==> src/rtl/ball_axis_counter.sv <==
// ball_axis_counter
// -----------------
// Ball-position counter for one screen axis. POS advances on every enabled
// line (or pixel) strobe and, at terminal count, reloads with
// BASE_LOAD +/- MAG. Because the reload value moves with the latched speed,
// the ball window (the top BALL_H counts of the range) shifts a little each
// frame. The hitting player's paddle segment sets speed and direction.
// An optional wall bounce reverses direction.
//
// Everything runs on CLK_DRV. LINE_STB, FRAME_STB and HIT are one-cycle
// enables, not clocks.
//
// Configuration macro:
//   BALL_AXIS_WALL_BOUNCE_EN  defined   : FRAME_STB while the ball window is
//                                         active toggles DIR. Use this for the
//                                         vertical axis (top/bottom walls).
//                             undefined : DIR changes only on HIT, ATTRACT or
//                                         reset. Use this for the horizontal
//                                         axis.
//
// Ports:
//   CLK_DRV    in   1                   system clock, rising edge
//   RST_N      in   1                   asynchronous active-low reset
//   LINE_STB   in   1                   count strobe
//   CNT_EN     in   1                   count enable (active-video gate)
//   FRAME_STB  in   1                   pulse at start of vertical blank
//   HIT        in   1                   paddle-hit pulse
//   SIDE       in   SIDE_W              hitting player index, sampled with HIT
//   SEG        in   NPLAYERS*(MAG_W+1)  packed paddle segment codes
//   ATTRACT    in   1                   attract mode, forces speed to zero
//   POS        out  CNT_W               current count
//   BALL_VID   out  1                   ball window active
//   BALL_VID_N out  1                   complement of BALL_VID
//   WRAP       out  1                   high in the cycle POS shows the reload
//   DIR        out  1                   0: reload adds MAG, 1: reload subtracts
//   MAG        out  MAG_W               latched speed magnitude

module ball_axis_counter #(
    parameter int CNT_W     = 9,
    parameter int MAG_W     = 2,
    parameter int NPLAYERS  = 2,
    parameter int BALL_H    = 4,
    parameter int BASE_LOAD = 4,
    localparam int SIDE_W   = (NPLAYERS > 1) ? $clog2(NPLAYERS) : 1,
    localparam int SEG_W    = MAG_W + 1
) (
    input  logic                      CLK_DRV,
    input  logic                      RST_N,
    input  logic                      LINE_STB,
    input  logic                      CNT_EN,
    input  logic                      FRAME_STB,
    input  logic                      HIT,
    input  logic [SIDE_W-1:0]         SIDE,
    input  logic [NPLAYERS*SEG_W-1:0] SEG,
    input  logic                      ATTRACT,
    output logic [CNT_W-1:0]          POS,
    output logic                      BALL_VID,
    output logic                      BALL_VID_N,
    output logic                      WRAP,
    output logic                      DIR,
    output logic [MAG_W-1:0]          MAG
);

    // ------------------------------------------------------------------
    // Constants
    // ------------------------------------------------------------------
    localparam logic [CNT_W-1:0] MAX_POS   = {CNT_W{1'b1}};
    localparam logic [CNT_W-1:0] BASE_POS  = CNT_W'(BASE_LOAD);
    // The ball window is the last BALL_H counts before terminal count.
    localparam logic [CNT_W-1:0] VID_START = CNT_W'((1 << CNT_W) - BALL_H);

    // ------------------------------------------------------------------
    // State
    // ------------------------------------------------------------------
    logic [CNT_W-1:0] pos_q,  pos_d;
    logic             wrap_q, wrap_d;
    logic [MAG_W-1:0] mag_q,  mag_d;
    logic             dir_q,  dir_d;

    // ------------------------------------------------------------------
    // Decodes
    // ------------------------------------------------------------------
    logic             count_stb;
    logic             at_max;
    logic [CNT_W-1:0] load_val;
    logic             ball_vid;

    assign count_stb = LINE_STB & CNT_EN;
    assign at_max    = (pos_q == MAX_POS);
    assign ball_vid  = (pos_q >= VID_START);

    // The reload uses the registered MAG/DIR. A HIT in the wrap cycle
    // therefore takes effect only at the following reload. The arithmetic
    // wraps modulo 2^CNT_W.
    always_comb begin
        if (dir_q) begin
            load_val = BASE_POS - CNT_W'(mag_q);
        end else begin
            load_val = BASE_POS + CNT_W'(mag_q);
        end
    end

    // ------------------------------------------------------------------
    // Position counter next state
    // ------------------------------------------------------------------
    always_comb begin
        pos_d  = pos_q;
        wrap_d = 1'b0;
        if (count_stb) begin
            if (at_max) begin
                pos_d  = load_val;
                wrap_d = 1'b1;
            end else begin
                pos_d = pos_q + 1'b1;
            end
        end
    end

    // ------------------------------------------------------------------
    // Paddle segment select
    // ------------------------------------------------------------------
    // If SIDE names no existing player, side_ok stays low and HIT is dropped.
    logic [SEG_W-1:0] seg_code;
    logic             side_ok;

    always_comb begin
        seg_code = '0;
        side_ok  = 1'b0;
        for (int p = 0; p < NPLAYERS; p++) begin
            if (SIDE == SIDE_W'(p)) begin
                seg_code = SEG[p*SEG_W +: SEG_W];
                side_ok  = 1'b1;
            end
        end
    end

    // ------------------------------------------------------------------
    // Speed / direction next state, highest priority first:
    // ATTRACT, then HIT, then wall bounce, else hold.
    // ------------------------------------------------------------------
`ifdef BALL_AXIS_WALL_BOUNCE_EN
    logic bounce;
    assign bounce = FRAME_STB & ball_vid;
`endif

    always_comb begin
        mag_d = mag_q;
        dir_d = dir_q;
        if (ATTRACT) begin
            mag_d = '0;
            dir_d = 1'b0;
        end else if (HIT) begin
            // HIT takes priority even when SIDE is invalid. A bounce in
            // the same cycle is never applied.
            if (side_ok) begin
                mag_d = seg_code[MAG_W-1:0];
                dir_d = seg_code[MAG_W];
            end
        end
`ifdef BALL_AXIS_WALL_BOUNCE_EN
        else if (bounce) begin
            dir_d = ~dir_q;
        end
`endif
    end

    // ------------------------------------------------------------------
    // Registers
    // ------------------------------------------------------------------
    always_ff @(posedge CLK_DRV or negedge RST_N) begin
        if (!RST_N) begin
            pos_q  <= BASE_POS;
            wrap_q <= 1'b0;
            mag_q  <= '0;
            dir_q  <= 1'b0;
        end else begin
            pos_q  <= pos_d;
            wrap_q <= wrap_d;
            mag_q  <= mag_d;
            dir_q  <= dir_d;
        end
    end

    // ------------------------------------------------------------------
    // Outputs
    // ------------------------------------------------------------------
    assign POS        = pos_q;
    assign WRAP       = wrap_q;
    assign MAG        = mag_q;
    assign DIR        = dir_q;
    assign BALL_VID   = ball_vid;
    assign BALL_VID_N = ~ball_vid;

endmodule

==> config.mk <==
export PLATFORM = sky130hd
export DESIGN_NAME = ball_axis_counter
export DESIGN_NICKNAME = d
export VERILOG_FILES = /design/src/rtl/ball_axis_counter.sv
export SDC_FILE = /design/constraint.sdc
export NUM_CORES = 1
export LEC_CHECK = 0
export CAP_MARGIN = 30
export CELL_PAD_IN_SITES_DETAIL_PLACEMENT = 1
export CELL_PAD_IN_SITES_GLOBAL_PLACEMENT = 2
export CORE_MARGIN = 2
export CORE_UTILIZATION = 25
export DETAILED_ROUTE_END_ITERATION = 10
export MAX_ROUTING_LAYER = met4
export PLACE_DENSITY_LB_ADDON = 0.2
export SLEW_MARGIN = 25
export SYNTH_ARGS = -nofsm -noshare
export SYNTH_HDL_FRONTEND = slang
export SYNTH_SLANG_ARGS = --single-unit
export TNS_END_PERCENT = 30
==> constraint.sdc <==
create_clock -name CLK_DRV -period 2.09 [get_ports CLK_DRV]
set_input_delay 0.418 -clock CLK_DRV [delete_from_list [all_inputs] [get_ports CLK_DRV]]
set_output_delay 0.418 -clock CLK_DRV [all_outputs]
set_load 0.01 [all_outputs]
# Word-level counts from Yosys, hierarchy flattened
# Index checks and enable logic that the tools add are counted.
# Widths: inputs -> output; s select.
[classes] shifts=0 multipliers=0 mux=9 eq_ne=1 addsub=3 n_lt_le_gt_ge=1 reduce_logical=1 n_bitwise=2 n_div=0
[op_table] op="$mux 9" n=2
[op_table] op="$add 9x1->9 const B" n=1
[op_table] op="$eq 9x9->1 const B" n=1
[op_table] op="$ge 9x9->1 const B" n=1
[op_table] op="$add 3x2->4 const A" n=1
[op_table] op="$mux 1" n=4
[op_table] op="$mux 2" n=2
[op_table] op="$sub 3x2->4 const A" n=1
[op_table] op="$mux 3" n=1
[op_table] op="$reduce_bool 2->1" n=1
[op_table] op="$and 1x1->1" n=1
[op_table] op="$not 1->1" n=1
[totals] ff_bits=13 input_bits=14 latchBits=0 memories=0 rom_bits=0 ramBits=0

# Depth between registers and ports, before layout
# Gate-level depths: netlist of run 1.
[logic_depth] depth_word=3 depth_mapped=7

# Worst setup path after synthesis of run 1
# Ideal clock, no wire load.
[synth_timing] kind="register to register" from="register pos_q[3], in the netlist POS[3]" to="register pos_q[6], in the netlist POS[6]" setup_slack_ns=0.346 setup_ns=0.104 arrival_ns=1.640 t_required_ns=1.986 path_buffers=0 stages_incl_launch_ff=7 path_cell_list="dfrtp_1 -> and3_1 -> and3_1 -> nor2b_1 -> ha_1 -> or2_1 -> o311ai_1"
[synth_via] elab_chain_cells=2 word_cells_on_any_way=3
[synth_rtl] element="from (decl)" line_no="75" rtl="logic [CNT_W-1:0] pos_q, pos_d;"
[synth_rtl] element="from (signal assigned)" line_no="177" rtl="pos_q <= pos_d;"
[synth_rtl] element="$add 9x1->9 / $eq 9x9->1 (equally long branches)" line_no="114, 89"
[synth_rtl] element="$mux 9 (*)" line_no="110" rtl="if (at_max) begin"
# Every way passes the cells marked *; elsewhere a longest branch is shown, timed or not.
# A chain may end at the register's enable or synchronous reset.

# Final worst setup path of run 1
[layout_timing] from="register pos_q[2], in the netlist POS[2]" to="output port POS[2]"
[layout_lines] element="to (decl)" line_no="56" rtl="output logic [CNT_W-1:0] POS,"
# No word-level cell between the ends.

==> flow_summary.toml, run 1 <==
[run_status]
run_status = "finished, violations left"
violations = "DRC"

[floorplanning]
die_w_um = 58.9
floorplan.core_area_mm2 = 0.00281
num_io_pins = 29
dieHeight_um = 58.9
die_area_mm2 = 0.00347
fp-row-count = 19
start_util = 0.269

[worst_setup_path]
critical_path_required_ps = 1670
worstSetupPathType = "flop to primary output"
critPathLaunch = "POS[2]"
max_stage_delay_ps = 640
worstSetupEndpointType = "primary output"
critical_path.max_fanout = 10
critical_path.top_delay_family = "flip-flops"
cp.arrival_ps = 1490
worst_setup_path_start_kind = "flop"
critical_path_buf_inv_count = 1
path_cells = "clkdlybuf4s50_1"
r2r_start = "POS[1]"
critical_path.slowest_cell = "sky130_fd_sc_hd__dfstp_2"

[global_routing]
grt_max_degree = 14
grt_pass1_vias = 759
grt_antenna_before_repair = 0
track_usage = 0.148
grt_first_pass_wirelength_um = 3580
grt.overflow.total = 0

[placement]
gp_routability_congestion = 0.662
preCtsSetupSlack_ps = 173
dpl.cell_count = 136
place.port_buffers = 27
placed_area_mm2 = 0.00108
hpwl_um = 1600

[routing]
first_pass_iters = 7
drt-vias-per-instance = 5.17
vias = 729
routed_wl_um = 2100
drcViolationCount = 1
ant_nets = 0
iteration_0_drc_markers = 26
routedWlPerCell_um = 14.9

[logic_synthesis]
dominant_combinational_cell_family_by_area_after_synthesis = "simple AND/OR/NAND/NOR gates"
synth-seq-cells = 13
synth_xor_xnor_area_share = 0
synth_area_um2 = 753
synth_top_cell_area_share = 0.399
synth_sequential_area_ratio = 0.434
synth_compound_gate_area_share = 0.174
average_footprint_of_a_synthesized_cell_um2 = 9.91
yosys.area.top_type = "sky130_fd_sc_hd__dfrtp_1"
yosys_warnings = 0
post_synth_main_area_contributors = "sky130_fd_sc_hd__dfrtp_1, sky130_fd_sc_hd__ha_1, sky130_fd_sc_hd__mux2i_1, sky130_fd_sc_hd__a211oi_1, sky130_fd_sc_hd__dfstp_2"
synthCells = 76
synth.net_count = 95
synth.mux.area_fraction = 0.0681
synth_adder_area_share = 0.0831
synth-simple-area-share = 0.206
synth_cell_type_count = 28

[cts]
cts_root_buf = "sky130_fd_sc_hd__clkbuf_4"
clk-insertion-delay-late_ps = 280
cts_tree = "built"
cts_sinks = 13
cts.clk_slew.worst_paths_ps = 90
h-tree-depth = 1
cts.path.max_buffers = 2
cts_hold_repair.buffers = 0
cts-buffers-inserted = 3

[cells_and_area]
final_cell_count_no_fill = 141
synthToLayoutAreaGrowth_pct = 49.0
antenna_cells = 0
post-route-cell-area_mm2 = 0.00112
share_of_final_layout_standard_cells_stronger_than_drive_strength_1 = 0.100
num-nets-final = 130
most-common-layout-cells = "sky130_fd_sc_hd__clkdlybuf4s50_1, sky130_fd_sc_hd__dfrtp_1, sky130_fd_sc_hd__nand2_1, sky130_fd_sc_hd__nor2_1"
layout_commonest_cell = "sky130_fd_sc_hd__clkdlybuf4s50_1"
finish.utilization = 0.400

[sta]
setup_tns_ps = 0
worst_slew_margin = 0.572
max_slew.worst_pin.slew_ps = 639
maxClockFrequency_mhz = 523
worst_slack_ps = 178
setup_viol_count_final = 0
period_needed_ps = 1910
grt_setup_unrepaired = "no"
fin_skew_ps = 6.84
slew_viols_final = 0
final_min_period_over_clock_period = 0.915
final_hold_viol_count = 0

[power_and_ir_drop]
p_leak_uw = 0.000495
worst_ir_drop_vdd_mv = 0.340
power_density_mw_per_mm2 = 802

[min_path]
timing.hold.worst.class = "input port to async pin"

[run]
drv_cap = 0
==> cells by family (layout without fill, tap and decap cells) <==
| group | count (synthesis) | in the layout |
|---|---|---|
| AOI/OAI and AO/OA | 18 | 18 |
| adders and majority gates | 5 | 5 |
| muxes | 5 | 5 |
| buffers and inverters | 6 | 40 |
| DFF | 13 | 13 |
| and+or+nand+nor | 29 | 29 |
==> stage by stage <==
stage,hold slack (ps),total power [µW]
final,521,900
after global routing,556,970
after CTS,552,911
after detailed placement,544,733
after global placement,535,717
after floorplan,122,524
==> repair_timing <==
action	4_1_cts	5_1_grt
endpoints found under the setup margin	2	1
gates resized for setup	3	1
pin swaps	0	0
buffers inserted	1	0
==> layout make-up <==
cell class / instances / area, µm²
fillers: 329 / 1680
multi-input cells: 57 / 410
flip-flops and latches: 13 / 327
repair buffers: 31 / 302
well taps: 31 / 38.8
clock buffers: 4 / 26.3
inverters: 5 / 18.8
==> per-layer routing <==
| layer | vias to the layer above | GRT usage | share of wire |
|---|---|---|---|
| met4 | 0 | 0.0877 | 0.013 |
| met5 | - | - | 0 |
| met1 | 348 | 0.188 | 0.47 |
| li1 | 356 | - | - |
| met3 | 2 | 0.0330 | 0.054 |
| met2 | 23 | 0.214 | 0.46 |
==> where the power goes <==
group | total, µW | switching [µW] | internal (µW)
Sequential | 367 | 58.0 | 309
Clock | 166 | 91.5 | 74.1
Combinational | 368 | 172 | 196
Total | 900 | 322 | 578
==> final timing paths <==
check                         end  slack, ps  cells past startpoint
max                        POS[2]        180                      1
min                        POS[8]        520                      1
max reg2reg                POS[2]        290                      7
min reg2reg                POS[1]        570                      1
max in group asynchronous    WRAP       1150                      1
min in group CLK_DRV       POS[1]        570                      1
==> registers in the layout (all words and copies together) (netlist names) <==
signal and cells:
DIR 1, WRAP 1, POS 9, MAG 2
==> synth_stat cells <==
library cell and number:
sky130_fd_sc_hd__o31ai_1 3, sky130_fd_sc_hd__nor2b_1 1, sky130_fd_sc_hd__a211oi_1 4, sky130_fd_sc_hd__or3_1 2, sky130_fd_sc_hd__or2_1 1, sky130_fd_sc_hd__nand4_2 1, sky130_fd_sc_hd__nand3_1 4, sky130_fd_sc_hd__a311o_1 1
sky130_fd_sc_hd__o22a_1 2, sky130_fd_sc_hd__nand4_1 2, sky130_fd_sc_hd__o21ai_1 1, sky130_fd_sc_hd__dfstp_2 1, sky130_fd_sc_hd__ha_1 5, sky130_fd_sc_hd__o21ai_0 1, sky130_fd_sc_hd__a21o_1 1, sky130_fd_sc_hd__nor2_1 6
sky130_fd_sc_hd__a32oi_1 1, sky130_fd_sc_hd__a21oi_1 2, sky130_fd_sc_hd__or4_1 2, sky130_fd_sc_hd__a31oi_1 1, sky130_fd_sc_hd__mux2i_1 4, sky130_fd_sc_hd__inv_1 5, sky130_fd_sc_hd__and3_1 4, sky130_fd_sc_hd__dfrtp_1 12
sky130_fd_sc_hd__nand2_1 6, sky130_fd_sc_hd__mux2_1 1, sky130_fd_sc_hd__o311ai_1 1, sky130_fd_sc_hd__buf_4 1
(Power assumes the default switching activity.)
==> run 2, diff against run 1 <==
CORE_ASPECT_RATIO = 1.25   (was not set)
SETUP_SLACK_MARGIN = 0.4   (was not set)
==> run 2 against run 1 <==
  * The flow now finishes without violations
  * Clock skew shrank 6.0 ps
  * Cell count increased by 8.5%
  * Utilization grew 2.8 points
  * Critical path type unchanged
  * Critical endpoint is now POS[8]
==> flow_summary.toml, run 2 (same netlist as run 1, synthesis figures left out) <==
[placement]
hpwl_um = 1620
placed_area_mm2 = 0.00109
place.port_buffers = 27
gp_routability_congestion = 0.707

[routing]
drt-vias-per-instance = 5.11
routed_wl_um = 2270
vias = 782
ant_nets = 0
routedWlPerCell_um = 14.9
first_pass_iters = 3
drcViolationCount = 0
iteration_0_drc_markers = 10

[floorplanning]
fp-row-count = 22
dieHeight_um = 65.4
start_util = 0.258
num_io_pins = 29
die_area_mm2 = 0.00347
floorplan.core_area_mm2 = 0.00292
die_w_um = 53.1

[sta]
grt_setup_unrepaired = "yes"
final_min_period_over_clock_period = 0.830
maxClockFrequency_mhz = 576
setup_viol_count_final = 0
setup_tns_ps = 0
slew_viols_final = 0
max_slew.worst_pin.slew_ps = 625
fin_skew_ps = 0.864
worst_slew_margin = 0.582
timing.hold.ws_ps = 512
period_needed_ps = 1740
final_hold_viol_count = 0

[cts]
clk-insertion-delay-late_ps = 290
cts.clk_slew.worst_paths_ps = 90
cts-buffers-inserted = 3
cts_sinks = 13
h-tree-depth = 1
cts_hold_repair.buffers = 0
cts.path.max_buffers = 2
cts_root_buf = "sky130_fd_sc_hd__clkbuf_4"
cts_tree = "built"

[global_routing]
grt_max_degree = 14
grt_pass1_vias = 812
track_usage = 0.146
grt_antenna_before_repair = 0
grt.overflow.total = 0
grt_first_pass_wirelength_um = 3610

[run_status]
run_status = "finished clean"

[worst_setup_path]
critical_path_buf_inv_count = 1
critical_path_required_ps = 1670
critical_path.max_fanout = 6
critical_path.slowest_cell = "sky130_fd_sc_hd__clkdlybuf4s50_1"
worst_setup_path_start_kind = "flop"
critical_path.top_delay_family = "buffers and inverters"
worstSetupPathType = "flop to primary output"
max_stage_delay_ps = 560
worstSetupEndpointType = "primary output"
path_cells = "clkdlybuf4s50_1"
cp.arrival_ps = 1320

[cells_and_area]
most-common-layout-cells = "sky130_fd_sc_hd__clkdlybuf4s50_1, sky130_fd_sc_hd__buf_4, sky130_fd_sc_hd__dfrtp_1, sky130_fd_sc_hd__nand2_1, sky130_fd_sc_hd__nor2_1"
fill_cell_instance_count_of_the_final_layout = 349
antenna_cells = 0
layout.area.seq_um2 = 332
post-route-cell-area_mm2 = 0.00125
synthToLayoutAreaGrowth_pct = 65.9
layout_commonest_cell = "sky130_fd_sc_hd__clkdlybuf4s50_1"
num-nets-final = 137
share_of_final_layout_standard_cells_stronger_than_drive_strength_1 = 0.291
multi_input_area_um2 = 475
largest_register_ffs = 9

[power_and_ir_drop]
worst_ir_drop_vdd_mv = 0.356
power_density_mw_per_mm2 = 749
p_leak_uw = 0.000528

[min_path]
timing.hold.worst.class = "input port to async pin"

[run]
drv_cap = 0
## run 2: layout make-up
| type | count | area share |
|---|---|---|
| Clock buffer | 4 | 0.0210 |
| Sequential cell | 13 | 0.265 |
| Multi-Input combinational cell | 57 | 0.380 |
| Tap cell | 36 | 0.0360 |
| Timing Repair Buffer | 38 | 0.282 |
| Inverter | 5 | 0.0150 |
## run 2: metal layers
layer,track usage,part of all wire,vias to the layer above
li1,-,-,367
met1,0.148,0.38,390
met2,0.269,0.56,21
met3,0.0205,0.034,4
met4,0.0673,0.021,0
met5,-,0,-
## run 2: stage by stage
step | power (µW) | utilization | instances | setup slack [ps]
2_1_floorplan | 529 | - | 76 | 394
3_3_place_gp | 717 | 0.374 | 141 | 202
3_5_place_dp | 727 | 0.374 | 141 | 187
4_1_cts | 928 | 0.399 | 150 | 321
5_1_grt | 994 | 0.428 | 153 | 314
6_report | 936 | 0.428 | 153 | 355
## run 2: where the power goes
group	switching, µW	total (µW)	internal, µW
registers	39.1	349	310
logic	204	418	214
clock network	95.1	169	74.3
total	338	936	598
## run 2: final timing paths
path                       slack, ps      to   start  cells after the start
min in group CLK_DRV             540  POS[1]  POS[1]                      1
min reg2reg                      540  POS[1]  POS[1]                      1
max reg2reg                      440  POS[6]  POS[3]                      6
max in group asynchronous       1140  POS[8]   RST_N                      1
min                              510    WRAP   RST_N                      1
max                              350  POS[8]  POS[8]                      1
## run 2: timing repair
action	CTS	global route
buffers inserted	5	3
gates resized for setup	15	13
setup endpoints to repair	16	20
pin swaps	2	1
